[src/rtl/instr_mem_loadable.sv]
// Loadable instruction memory: synchronous one-cycle fetch, byte-serial program
// load port, and an address-fault flag for fetches beyond the array.
module instr_mem_loadable #(
    parameter int PC_W    = 16,
    parameter int INSTR_W = 16,
    parameter int DEPTH   = 16
) (
    input  logic                   clk,
    input  logic                   rst_n,
    input  logic                   fetch_req,
    input  logic [PC_W-1:0]        pc,
    output logic [INSTR_W-1:0]     instruction,
    output logic                   instr_valid,
    output logic                   addr_fault,
    output logic                   fetch_stall,
    input  logic                   ld_start,
    input  logic [$clog2(DEPTH):0] ld_count,
    input  logic                   ld_byte_valid,
    input  logic [7:0]             ld_byte,
    output logic                   ld_busy,
    output logic                   ld_done
);
    localparam int BYTES = INSTR_W / 8;
    localparam int AW    = $clog2(DEPTH);
    localparam int BW    = $clog2(BYTES);
    localparam int BCW   = (BW > 0) ? BW : 1;
    localparam longint unsigned FETCH_LIMIT = longint'(DEPTH) * longint'(BYTES);

    typedef enum logic [1:0] {
        ST_IDLE = 2'd0,
        ST_RECV = 2'd1,
        ST_DONE = 2'd2
    } ld_state_t;

    ld_state_t          r_state;
    logic [AW:0]        r_n;
    logic [AW:0]        r_waddr;
    logic [BCW-1:0]     r_bcnt;
    logic [INSTR_W-1:0] r_asm;
    logic               r_ld_busy;
    logic               r_ld_done;
    logic [INSTR_W-1:0] r_mem [DEPTH];
    logic [INSTR_W-1:0] r_instruction;
    logic               r_instr_valid;
    logic               r_addr_fault;

    logic [AW:0]        w_ld_count_clamped;
    logic [AW:0]        w_waddr_next;
    logic               w_last_byte;
    logic               w_we;
    logic [INSTR_W-1:0] w_wdata;
    logic               w_fetch_accept;
    logic               w_in_range;
    logic [AW-1:0]      w_word_idx;

    // Load-side decode: clamp request length, detect word completion, build write data.
    always_comb begin
        w_ld_count_clamped = ld_count;
        if (ld_count > (AW+1)'(DEPTH)) begin
            w_ld_count_clamped = (AW+1)'(DEPTH);
        end else begin
            w_ld_count_clamped = ld_count;
        end
        w_waddr_next = r_waddr + 1'b1;
        w_last_byte  = (r_bcnt == BCW'(BYTES - 1));
        w_we         = (r_state == ST_RECV) && ld_byte_valid && w_last_byte;
        // The top byte of r_asm is always clear, so the final byte can be OR-ed in.
        w_wdata      = r_asm | (INSTR_W'(ld_byte) << (INSTR_W - 8));
    end

    // Fetch-side decode: acceptance, range check and word index.
    always_comb begin
        w_fetch_accept = fetch_req && (r_state == ST_IDLE) && !ld_start;
        w_in_range     = (64'(pc) < FETCH_LIMIT);
        w_word_idx     = AW'(pc >> BW);
    end

    // Load FSM with registered busy/done flags.
    always_ff @(posedge clk or negedge rst_n) begin
        if (!rst_n) begin
            r_state   <= ST_IDLE;
            r_n       <= '0;
            r_waddr   <= '0;
            r_bcnt    <= '0;
            r_asm     <= '0;
            r_ld_busy <= 1'b0;
            r_ld_done <= 1'b0;
        end else begin
            case (r_state)
                ST_IDLE: begin
                    if (ld_start) begin
                        r_n       <= w_ld_count_clamped;
                        r_waddr   <= '0;
                        r_bcnt    <= '0;
                        r_asm     <= '0;
                        r_ld_busy <= 1'b1;
                        if (w_ld_count_clamped == '0) begin
                            r_state   <= ST_DONE;
                            r_ld_done <= 1'b1;
                        end else begin
                            r_state   <= ST_RECV;
                            r_ld_done <= 1'b0;
                        end
                    end else begin
                        r_ld_busy <= 1'b0;
                        r_ld_done <= 1'b0;
                    end
                end
                ST_RECV: begin
                    if (ld_byte_valid) begin
                        if (w_last_byte) begin
                            r_waddr <= w_waddr_next;
                            r_bcnt  <= '0;
                            r_asm   <= '0;
                            if (w_waddr_next == r_n) begin
                                r_state   <= ST_DONE;
                                r_ld_done <= 1'b1;
                            end
                        end else begin
                            r_asm[{r_bcnt, 3'b000} +: 8] <= ld_byte;
                            r_bcnt                       <= r_bcnt + 1'b1;
                        end
                    end
                end
                ST_DONE: begin
                    r_state   <= ST_IDLE;
                    r_ld_busy <= 1'b0;
                    r_ld_done <= 1'b0;
                end
                default: begin
                    r_state   <= ST_IDLE;
                    r_ld_busy <= 1'b0;
                    r_ld_done <= 1'b0;
                end
            endcase
        end
    end

    // Program storage; kept out of the reset domain so a reset never erases a program.
    always_ff @(posedge clk) begin
        if (w_we) begin
            r_mem[r_waddr[AW-1:0]] <= w_wdata;
        end
    end

    // Registered fetch pipeline: one request per cycle, result one edge later.
    always_ff @(posedge clk or negedge rst_n) begin
        if (!rst_n) begin
            r_instruction <= '0;
            r_instr_valid <= 1'b0;
            r_addr_fault  <= 1'b0;
        end else begin
            r_instr_valid <= w_fetch_accept;
            if (w_fetch_accept) begin
                r_instruction <= w_in_range ? r_mem[w_word_idx] : '0;
                r_addr_fault  <= !w_in_range;
            end
        end
    end

    assign instruction = r_instruction;
    assign instr_valid = r_instr_valid;
    assign addr_fault  = r_addr_fault;
    assign ld_busy     = r_ld_busy;
    assign ld_done     = r_ld_done;
    assign fetch_stall = r_ld_busy | ld_start;

endmodule

[config.mk]
export PLATFORM = sky130hd
export DESIGN_NAME = instr_mem_loadable
export DESIGN_NICKNAME = d
export VERILOG_FILES = /design/src/rtl/instr_mem_loadable.sv
export SDC_FILE = /design/constraint.sdc
export NUM_CORES = 1
export LEC_CHECK = 0
export CAP_MARGIN = 20
export CORE_ASPECT_RATIO = 0.75
export CORE_MARGIN = 2
export CORE_UTILIZATION = 45
export CTS_BUF_LIST = sky130_fd_sc_hd__clkbuf_8
export CTS_CLUSTER_DIAMETER = 40
export DETAILED_ROUTE_END_ITERATION = 12
export PLACE_DENSITY = 0.71
export SLEW_MARGIN = 20
export SYNTH_ARGS = -nofsm -noshare
export SYNTH_HDL_FRONTEND = slang
export SYNTH_SLANG_ARGS = --single-unit
[constraint.sdc]
create_clock -name clk -period 6.2 [get_ports clk]
set_input_delay 0.93 -clock clk [delete_from_list [all_inputs] [get_ports clk]]
set_output_delay 0.93 -clock clk [all_outputs]
set_load 0.03 [all_outputs]
==> results.sh, run 1 <==
export IMPL_outcome="completed"
export IMPL_reg2reg_from="r_state[1]$_DFFE_PN0P_"
export IMPL_synth_cell_types=43
export IMPL_die_x_um=192
export IMPL_critPathArrivalTime_ns=2.31
export IMPL_synth_adder_area_share=0.00421
export IMPL_cts_tree="yes"
export IMPL_grt_antenna_before_repair=0
export IMPL_relSlewSlack=0.406
export IMPL_grt_first_pass_wirelength_mm=38.3
export IMPL_cts_htree_levels=2
export IMPL_preCtsSetupSlack_ns=2.66
export IMPL_peakVddDrop_mv=0.209
export IMPL_crit_type="input pin to output port"
export IMPL_drc=0
export IMPL_drive_above_1_share=0.246
export IMPL_required_ns=5.27
export IMPL_min_from="r_asm[10]$_DFFE_PN0P_"
export IMPL_seq_area_frac_synth=0.751
export IMPL_core_sq_um=26000
export IMPL_wl_met2_mm=12.0
export IMPL_synth_edf_count=256
export IMPL_syn_area_sq_um=11900
export IMPL_syn_inst=587
export IMPL_cp_start_kind="input pin"
export IMPL_async_flop_share=0.161
export IMPL_setup_ws_ns=2.96
export IMPL_r2r_end="r_mem[14][6]$_DFFE_PP_"
export IMPL_synth_avg_cell_area_sq_um=20.2
export IMPL_wl_met1_mm=11.2
export IMPL_grt_pass1_vias=6229
export IMPL_vias=6004
export IMPL_postCtsHoldBufs=0
export IMPL_path_clk_slew_ns=0.07
export IMPL_syn_to_final_growth_pct=15.3
export IMPL_worst_pin_slew_ns=0.891
export IMPL_power_density_nw_per_um2=349
export IMPL_switching_power_uw=1270
export IMPL_nFillCells=2015
export IMPL_setup_viol=0
export IMPL_synth_top_family_by_area="multiplexers"
export IMPL_clock_latency_ns=0.56
export IMPL_synth_top_cell_area_share=0.647
export IMPL_synth_xor_area_frac=0.00832
export IMPL_yosysMostFrequentCell="edfxtp_1"
export IMPL_die_area_sq_um=27700
export IMPL_clock_path_buffers=3
export IMPL_finalHoldViolations=0
export IMPL_ys_ff_latch=305
export IMPL_max_freq_ghz=0.309
export IMPL_cts_resized=0
export IMPL_dr_wl_met3_mm=1.94
export IMPL_ant_nets=0
export IMPL_r2r_cells=5
export IMPL_synth_largest_area_cell="edfxtp_1"
export IMPL_synth_simple_gate_area_share=0.0427
export IMPL_hold_path_end="r_asm[10]$_DFFE_PN0P_"
export IMPL_grt_ovfl_total=0
export IMPL_dr_max_layer_used="met4"
export IMPL_maxSlewViolCount=0
export IMPL_io_buffers=53
export IMPL_synth_common_cells="edfxtp_1, mux4_2, dfrtp_1"
export IMPL_pwr_share_comb=0.118
export IMPL_synthMuxAreaShare=0.148
export IMPL_worstPathMaxFanout=4
export IMPL_synth_compound_area_share=0.0328
export IMPL_cell_internal_pwr_uw=3500
export IMPL_period_minus_slack_ns=3.24
export IMPL_numCtsBuffers=45
export IMPL_start_util=0.457
export IMPL_finalPower_uw=4770
export IMPL_via_per_inst=5.66
export IMPL_power_leakage_uw=0.00478
export IMPL_dr_pass1_iters=5
export IMPL_swShare=0.267
export IMPL_grtUsageTotal=0.193
export IMPL_num_rows=51
export IMPL_seqPwrFrac=0.565
export IMPL_multi_input_area_sq_um=2830
export IMPL_r2r_setup_slack_ns=3.49
export IMPL_post_cts_buffers=0
export IMPL_diodes=0
export IMPL_synth_area_top_cells="edfxtp_1, mux4_2, dfrtp_1"
export IMPL_dp_hpwl_mm=14.4
export IMPL_layout_nets=717
export IMPL_grt_setup_unrepaired="false"
export IMPL_yosysWarnings=0
export IMPL_cts_sinks=305
export IMPL_endpoint_kind="output port"
export IMPL_synth_flop_cell="edfxtp_1"
export IMPL_dp_cells=976
export IMPL_stdcell_count=1060
export IMPL_totalWireLength_mm=25.7
export IMPL_grt_max_degree=63
export IMPL_pin_count=55
export IMPL_drv_cap=0
export IMPL_drt_initial_drc_count=638
export IMPL_root_buffer="clkbuf_8"
export IMPL_syn_num_nets=625
export IMPL_wire_per_inst_um=24.2
export IMPL_whs_path_depth=1
export IMPL_totalNegativeSetupSlack_ns=0
export IMPL_register_area_sq_um=8910
export IMPL_die_h_um=145
export IMPL_pwr_share_clk=0.316
export IMPL_finalCritPeriodShare=0.522
export IMPL_gp_congestion=0.789
export IMPL_hp_class="flop to flop"
export IMPL_finClkSkew_ns=0.0303
## layer usage
metal,up-vias,track usage
li1,2564,-
met1,3167,0.279
met2,232,0.304
met3,41,0.0350
met4,0,0.0559
met5,-,0
## per-stage QoR
step	utilization	hold slack (ns)	instance area, sq um
2_1_floorplan	-	0.444	11900
3_3_place_gp	0.495	0.460	12900
3_5_place_dp	0.495	0.462	12900
4_1_cts	0.527	0.483	13700
5_1_grt	0.527	0.494	13700
6_report	0.527	0.481	13700
## power by group through the flow
stage | Clock, uW | Sequential (uW) | Combinational, uW
after floorplan | 0 | 2670 | 382
after global placement | 0 | 2710 | 550
after detailed placement | 0 | 2740 | 567
after CTS | 1550 | 2690 | 569
after global routing | 1630 | 2720 | 611
final | 1510 | 2700 | 565
## worst max path at each step
stage,start,to,cells after the start
after floorplan,ld_byte_valid,r_mem[0][0]$_DFFE_PP_,4
after global placement,ld_byte_valid,r_mem[14][15]$_DFFE_PP_,6
after global routing,ld_start,fetch_stall,3
final,ld_start,fetch_stall,3
after detailed placement,ld_byte_valid,r_mem[14][2]$_DFFE_PP_,6
after CTS,ld_start,fetch_stall,3
## worst max-delay path, cell delays in order
cell	delay, ns
clkdlybuf4s50_1	0.47
or2_2	0.32
clkdlybuf4s50_1	0.59
## flip-flops by register name (all words and copies together), names as in the netlist
register	flops
ld_done	1
r_state	2
r_asm	16
r_mem	256
r_n	5
ld_busy	1
r_waddr	5
r_bcnt	1
instruction	16
instr_valid	1
addr_fault	1
## layout make-up
type,instances,area share
clock buffers,47,0.0473
clock inverters,37,0.0139
inverters,4,0.00119
multi-input cells,250,0.207
flip-flops and latches,305,0.651
well taps,344,0.0314
repair buffers,73,0.0484
## placed cells by master (no fill, tap or decap), drive strengths merged
master and n:
bufinv 1, mux2i 31, nor4b 1, a21oi 4, inv 21, mux4 63, nand2 31, clkdlybuf4s50 49
a211o 1, o221ai 15, nor4 3, nand2b 10, nand3 2, xnor3 1, ha 4, and4 1
a21o 2, o22ai 2, clkbuf 47, a22o 11, edfxtp 256, nor2 20, dfrtp 49, clkinv 17
xor3 1, xnor2 4, clkinvlp 2, xor2 2, and2 9, or3 1, mux2 3, or2 12
o21ai 6, or4b 1, or4 1, buf 24, a31oi 1, nor3 7
## logic make-up after synthesis
| family | count (synthesis) |
|---|---|
| flops | 305 |
| simple gates | 99 |
| mux | 97 |
| compound gates | 42 |
| buf+inv | 32 |
| xor+xnor | 8 |
| fa+ha+maj | 4 |
Power figures use the tool's default switching activity.
==> run 2: changes to the inputs <==
Settings changed: PLACE_DENSITY 0.71 to 0.74.
Clock period 6.2 ns to 2.69 ns, I/O delays scaled along.
==> results.sh, run 2 (same netlist as run 1, synthesis figures left out) <==
export IMPL_cts_sinks=305
export IMPL_root_buffer="clkbuf_8"
export IMPL_max_stage_delay_ns=0.62
export IMPL_vias=5990
export IMPL_pwr_share_clk=0.324
export IMPL_crit_type="flop to output port"
export IMPL_cell_internal_pwr_uw=8320
export IMPL_grtUsageTotal=0.191
export IMPL_critPathTopFamily="buffers and inverters"
export IMPL_diodes=0
export IMPL_totalNegativeSetupSlack_ns=0
export IMPL_via_per_inst=5.59
export IMPL_num_rows=51
export IMPL_outcome="completed"
export IMPL_maxSlewViolCount=0
export IMPL_endpoint_kind="output port"
export IMPL_final_common_cell="edfxtp_1"
export IMPL_critPathArrivalTime_ns=1.85
export IMPL_die_x_um=192
export IMPL_relSlewSlack=0.407
export IMPL_setup_viol=0
export IMPL_cpMaxStageDelayCell="clkdlybuf4s50_1"
export IMPL_grt_first_pass_wirelength_mm=38.4
export IMPL_drv_cap=0
export IMPL_drt_initial_drc_count=666
export IMPL_numCtsBuffers=45
export IMPL_worst_pin_slew_ns=0.889
export IMPL_layout_nets=729
export IMPL_grt_setup_unrepaired="false"
export IMPL_die_h_um=145
export IMPL_max_freq_ghz=0.444
export IMPL_core_sq_um=26000
export IMPL_path_clk_slew_ns=0.07
export IMPL_gp_congestion=0.742
export IMPL_stdcell_count=1072
export IMPL_period_minus_slack_ns=2.25
export IMPL_dp_cells=987
export IMPL_crit_chain="or2_2, clkdlybuf4s50_1"
export IMPL_clock_path_buffers=3
export IMPL_pin_count=55
export IMPL_switching_power_uw=2920
export IMPL_peakVddDrop_mv=0.440
export IMPL_largest_reg_flops=256
export IMPL_final_area_sq_um=13900
export IMPL_drc=0
export IMPL_path_buf_inv=1
export IMPL_seqPwrFrac=0.557
export IMPL_die_area_sq_um=27700
export IMPL_io_buffers=53
export IMPL_grt_antenna_before_repair=1
export IMPL_post_cts_buffers=0
export IMPL_cts_tree="yes"
export IMPL_cp_start_kind="flop"
export IMPL_pwr_share_comb=0.119
export IMPL_totalWireLength_mm=25.3
export IMPL_finalHoldViolations=0
export IMPL_dp_hpwl_mm=15.4
export IMPL_power_leakage_uw=0.00491
export IMPL_required_ns=2.29
export IMPL_place_area_sq_um=13000
export IMPL_worstPathMaxFanout=3
export IMPL_cts_htree_levels=2
export IMPL_finalCritPeriodShare=0.837
export IMPL_start_util=0.457
export IMPL_syn_to_final_growth_pct=16.9
export IMPL_ant_nets=0
export IMPL_swShare=0.260
export IMPL_hp_class="input pin to flop"
export IMPL_grt_ovfl_total=0
export IMPL_grt_pass1_vias=6337
export IMPL_final_cell_mix="edfxtp_1, mux4_2, clkbuf_8"
export IMPL_power_density_nw_per_um2=809
export IMPL_finClkSkew_ns=0.0138
export IMPL_nFillCells=1995
export IMPL_wire_per_inst_um=23.6
export IMPL_dr_pass1_iters=5
export IMPL_clock_latency_ns=0.54
export IMPL_drive_above_1_share=0.258
export IMPL_grt_max_degree=37
## run 2: cell count changes in the layout (fill, tap and decap cells not counted), sizes merged
| cell | change |
|---|---|
| buf | +11 |
| bufinv | +1 |
| clkbuf | +5 |
| clkinv | -11 |
| dlygate4sd3 | +1 |
| inv | +5 |
## run 2: per-stage QoR
| stage | hold slack (ns) | util | setup slack (ns) | power, uW |
|---|---|---|---|---|
| 2_1_floorplan | 0.108 | - | 0.0224 | 7040 |
| 3_3_place_gp | 0.461 | 0.499 | 0.207 | 7540 |
| 3_5_place_dp | 0.463 | 0.499 | 0.110 | 7670 |
| 4_1_cts | 0.413 | 0.534 | 0.425 | 11300 |
| 5_1_grt | 0.458 | 0.534 | 0.323 | 11700 |
| 6_report | 0.452 | 0.534 | 0.438 | 11200 |
## run 2: tightest hold or removal path, stage by stage
cell and delay (ns):
buf_2 0.22, mux2i_1 0.17, o221ai_2 0.15
## run 2: path summary, 6_finish.rpt
| check | start | end | slack (ns) | cells after the start |
|---|---|---|---|---|
| setup / recovery | ld_busy$_DFFE_PN0N_ | fetch_stall | 0.44 | 2 |
| min in group asynchronous | rst_n | r_n[3]$_DFFE_PN0P_ | 0.53 | 2 |
| max in group asynchronous | rst_n | instruction[13]$_DFFE_PN0P_ | 1.46 | 3 |
| setup reg to reg | r_waddr[0]$_DFFE_PN0P_ | ld_done$_DFFE_PN0P_ | 0.45 | 5 |
| hold / removal | pc[2] | instruction[9]$_DFFE_PN0P_ | 0.45 | 3 |
| hold reg to reg | r_asm[13]$_DFFE_PN0P_ | r_asm[13]$_DFFE_PN0P_ | 0.48 | 1 |
## run 2: timing repair
item / in CTS / in global routing
endpoints found under the hold margin: 32 / 0
resized for setup: 0 / 0
hold buffers: 1 / 0
## run 2: layout make-up
cell class	instances	area [sq um]	share of cell area
sequential	305	8910	0.642
multi-input combinational	250	2830	0.204
timing repair buffer	85	793	0.0571
clock buffer	52	716	0.0516
tap	344	430	0.0310
clock inverter	32	184	0.0133
inverter	4	16.3	0.00117
## run 2: power groups by stage
| stage | Sequential, uW | Combinational (uW) | Clock [uW] |
|---|---|---|---|
| 2_1_floorplan | 6160 | 880 | 0 |
| 3_3_place_gp | 6270 | 1280 | 0 |
| 3_5_place_dp | 6340 | 1330 | 0 |
| 4_1_cts | 6240 | 1340 | 3720 |
| 5_1_grt | 6300 | 1450 | 3950 |
| 6_report | 6250 | 1340 | 3640 |
## run 2: layer usage
layer / part of all wire / global-route usage / vias to the layer above / routed length [um]
li1: - / - / 2583 / -
met1: 0.44 / 0.278 / 3135 / 11200
met2: 0.48 / 0.300 / 237 / 12000
met3: 0.069 / 0.0350 / 33 / 1740
met4: 0.014 / 0.0502 / 2 / 342
met5: 0.00040 / 0 / - / 10
==> run 3: changes to the inputs <==
Clock period 2.69 ns to 1.95 ns, I/O delays scaled along.
==> results.sh, run 3 (same netlist as run 1, synthesis figures left out) <==
export IMPL_outcome="completed"
export IMPL_via_per_inst=5.56
export IMPL_ant_nets=0
export IMPL_final_cell_mix="edfxtp_1, mux4_2, clkbuf_8"
export IMPL_grt_pass1_vias=6528
export IMPL_dr_pass1_iters=5
export IMPL_max_freq_ghz=0.518
export IMPL_diodes=0
export IMPL_grt_first_pass_wirelength_mm=39.1
export IMPL_grt_ovfl_total=0
export IMPL_max_stage_delay_ns=0.45
export IMPL_setup_viol=0
export IMPL_finClkSkew_ns=0.0204
export IMPL_drt_initial_drc_count=565
export IMPL_worstPathMaxFanout=4
export IMPL_drc=0
export IMPL_r2r_cells=5
export IMPL_critPathArrivalTime_ns=2.40
export IMPL_die_x_um=192
export IMPL_layout_nets=750
export IMPL_r2r_setup_slack_ns=0.02
export IMPL_finalCritPeriodShare=0.989
export IMPL_totalWireLength_mm=25.7
export IMPL_path_clk_slew_ns=0.07
export IMPL_num_rows=51
export IMPL_grtUsageTotal=0.194
export IMPL_peakVddDrop_mv=0.802
export IMPL_die_h_um=145
export IMPL_vias=6064
export IMPL_drive_above_1_share=0.311
export IMPL_gp_congestion=0.777
export IMPL_grt_antenna_before_repair=0
export IMPL_period_minus_slack_ns=1.93
export IMPL_finalHoldViolations=0
export IMPL_required_ns=2.42
export IMPL_worst_pin_slew_ns=0.620
export IMPL_cts_sinks=305
export IMPL_power_density_nw_per_um2=1110
export IMPL_start_util=0.457
export IMPL_critPathTopFamily="simple AND/OR/NAND/NOR gates"
export IMPL_relSlewSlack=0.587
export IMPL_dp_hpwl_mm=16.3
export IMPL_power_leakage_uw=0.00514
export IMPL_nFillCells=1906
export IMPL_path_buf_inv=0
export IMPL_hp_class="input pin to async pin"
export IMPL_cts_htree_levels=2
export IMPL_wire_per_inst_um=23.5
export IMPL_pin_count=55
export IMPL_crit_chain="ha_2, xor3_1, or4_4, nor4_4, a211o_1"
export IMPL_final_common_cell="edfxtp_1"
export IMPL_place_area_sq_um=13400
export IMPL_drv_cap=0
export IMPL_clock_latency_ns=0.54
export IMPL_cp_start_kind="flop"
export IMPL_cpMaxStageDelayCell="or4_4"
export IMPL_endpoint_kind="flop"
export IMPL_die_area_sq_um=27700
export IMPL_r2r_end="ld_done$_DFFE_PN0P_"
export IMPL_crit_type="flop to flop"
export IMPL_clock_path_buffers=3
export IMPL_io_buffers=53
export IMPL_reg2reg_from="r_waddr[1]$_DFFE_PN0P_"
export IMPL_core_sq_um=26000
export IMPL_cts_tree="yes"
export IMPL_whs_ns=0.296
export IMPL_dp_cells=1007
export IMPL_maxSlewViolCount=0
export IMPL_stdcell_count=1091
export IMPL_numCtsBuffers=44
export IMPL_root_buffer="clkbuf_8"
export IMPL_grt_max_degree=50
export IMPL_final_area_sq_um=14300
export IMPL_syn_to_final_growth_pct=20.8
export IMPL_largest_reg_flops=256
## run 3: layer usage
metal / wire, um / share of wire / vias up / global-route usage
met5: 0 / 0 / - / 0
met1: 11100 / 0.43 / 3226 / 0.263
met4: 352 / 0.014 / 0 / 0.0510
met2: 12900 / 0.50 / 175 / 0.329
met3: 1350 / 0.053 / 29 / 0.0362
li1: - / - / 2634 / -
## run 3: cell type report
class                   instances  area (sq um)  share of cell area
clock buffers                  52           716              0.0499
clock inverters                29           183              0.0127
inverters                       4          16.3             0.00113
multi-input cells             250          2930               0.204
flip-flops and latches        305          8910               0.622
well taps                     344           430              0.0300
repair buffers                107          1160              0.0806
## run 3: worst max path at each step
stage | start | end | depth (start not counted)
final | r_waddr[1]$_DFFE_PN0P_ | ld_done$_DFFE_PN0P_ | 5
after global routing | r_waddr[1]$_DFFE_PN0P_ | ld_done$_DFFE_PN0P_ | 5
after CTS | instruction[3]$_DFFE_PN0P_ | instruction[3] | 1
after detailed placement | ld_start | instruction[2]$_DFFE_PN0P_ | 6
after global placement | ld_start | instruction[1]$_DFFE_PN0P_ | 6
after floorplan | r_waddr[3]$_DFFE_PN0P_ | r_mem[13][0]$_DFFE_PP_ | 3
## run 3: worst reg2reg max path: stages, from the launching register on
cell	delay [ns]
dfrtp_1	0.43
ha_2	0.23
xor3_1	0.34
or4_4	0.45
nor4_4	0.29
a211o_1	0.13
## run 3: power by group
part | leakage (uW) | internal [uW] | total, uW | switching (uW)
combinational | 0.00164 | 1040 | 2300 | 1250
clock | 0.000519 | 2710 | 5040 | 2330
sequential | 0.00298 | 7960 | 8550 | 589
total | 0.00514 | 11700 | 15900 | 4170
## run 3: metrics by stage
step                total power (uW)  setup WS (ns)  utilization  TNS (ns)
floorplan                       9790        -0.0338            -     -4.11
global placement               10700         -0.177        0.515     -9.93
detailed placement             10900         -0.268        0.515    -23.51
CTS                            15900        0.00250        0.550         0
global route                   16500        -0.0451        0.552   -0.0802
finish                         15900         0.0205        0.552         0
## run 3: what timing repair did
| item | CTS | global route |
|---|---|---|
| buffers inserted | 0 | 2 |
| hold buffers | 1 | 0 |
| endpoints found under the setup margin | 9 | 6 |
| gates resized for setup | 10 | 7 |
| endpoints found under the hold margin | 49 | 0 |
| pin swaps | 0 | 4 |
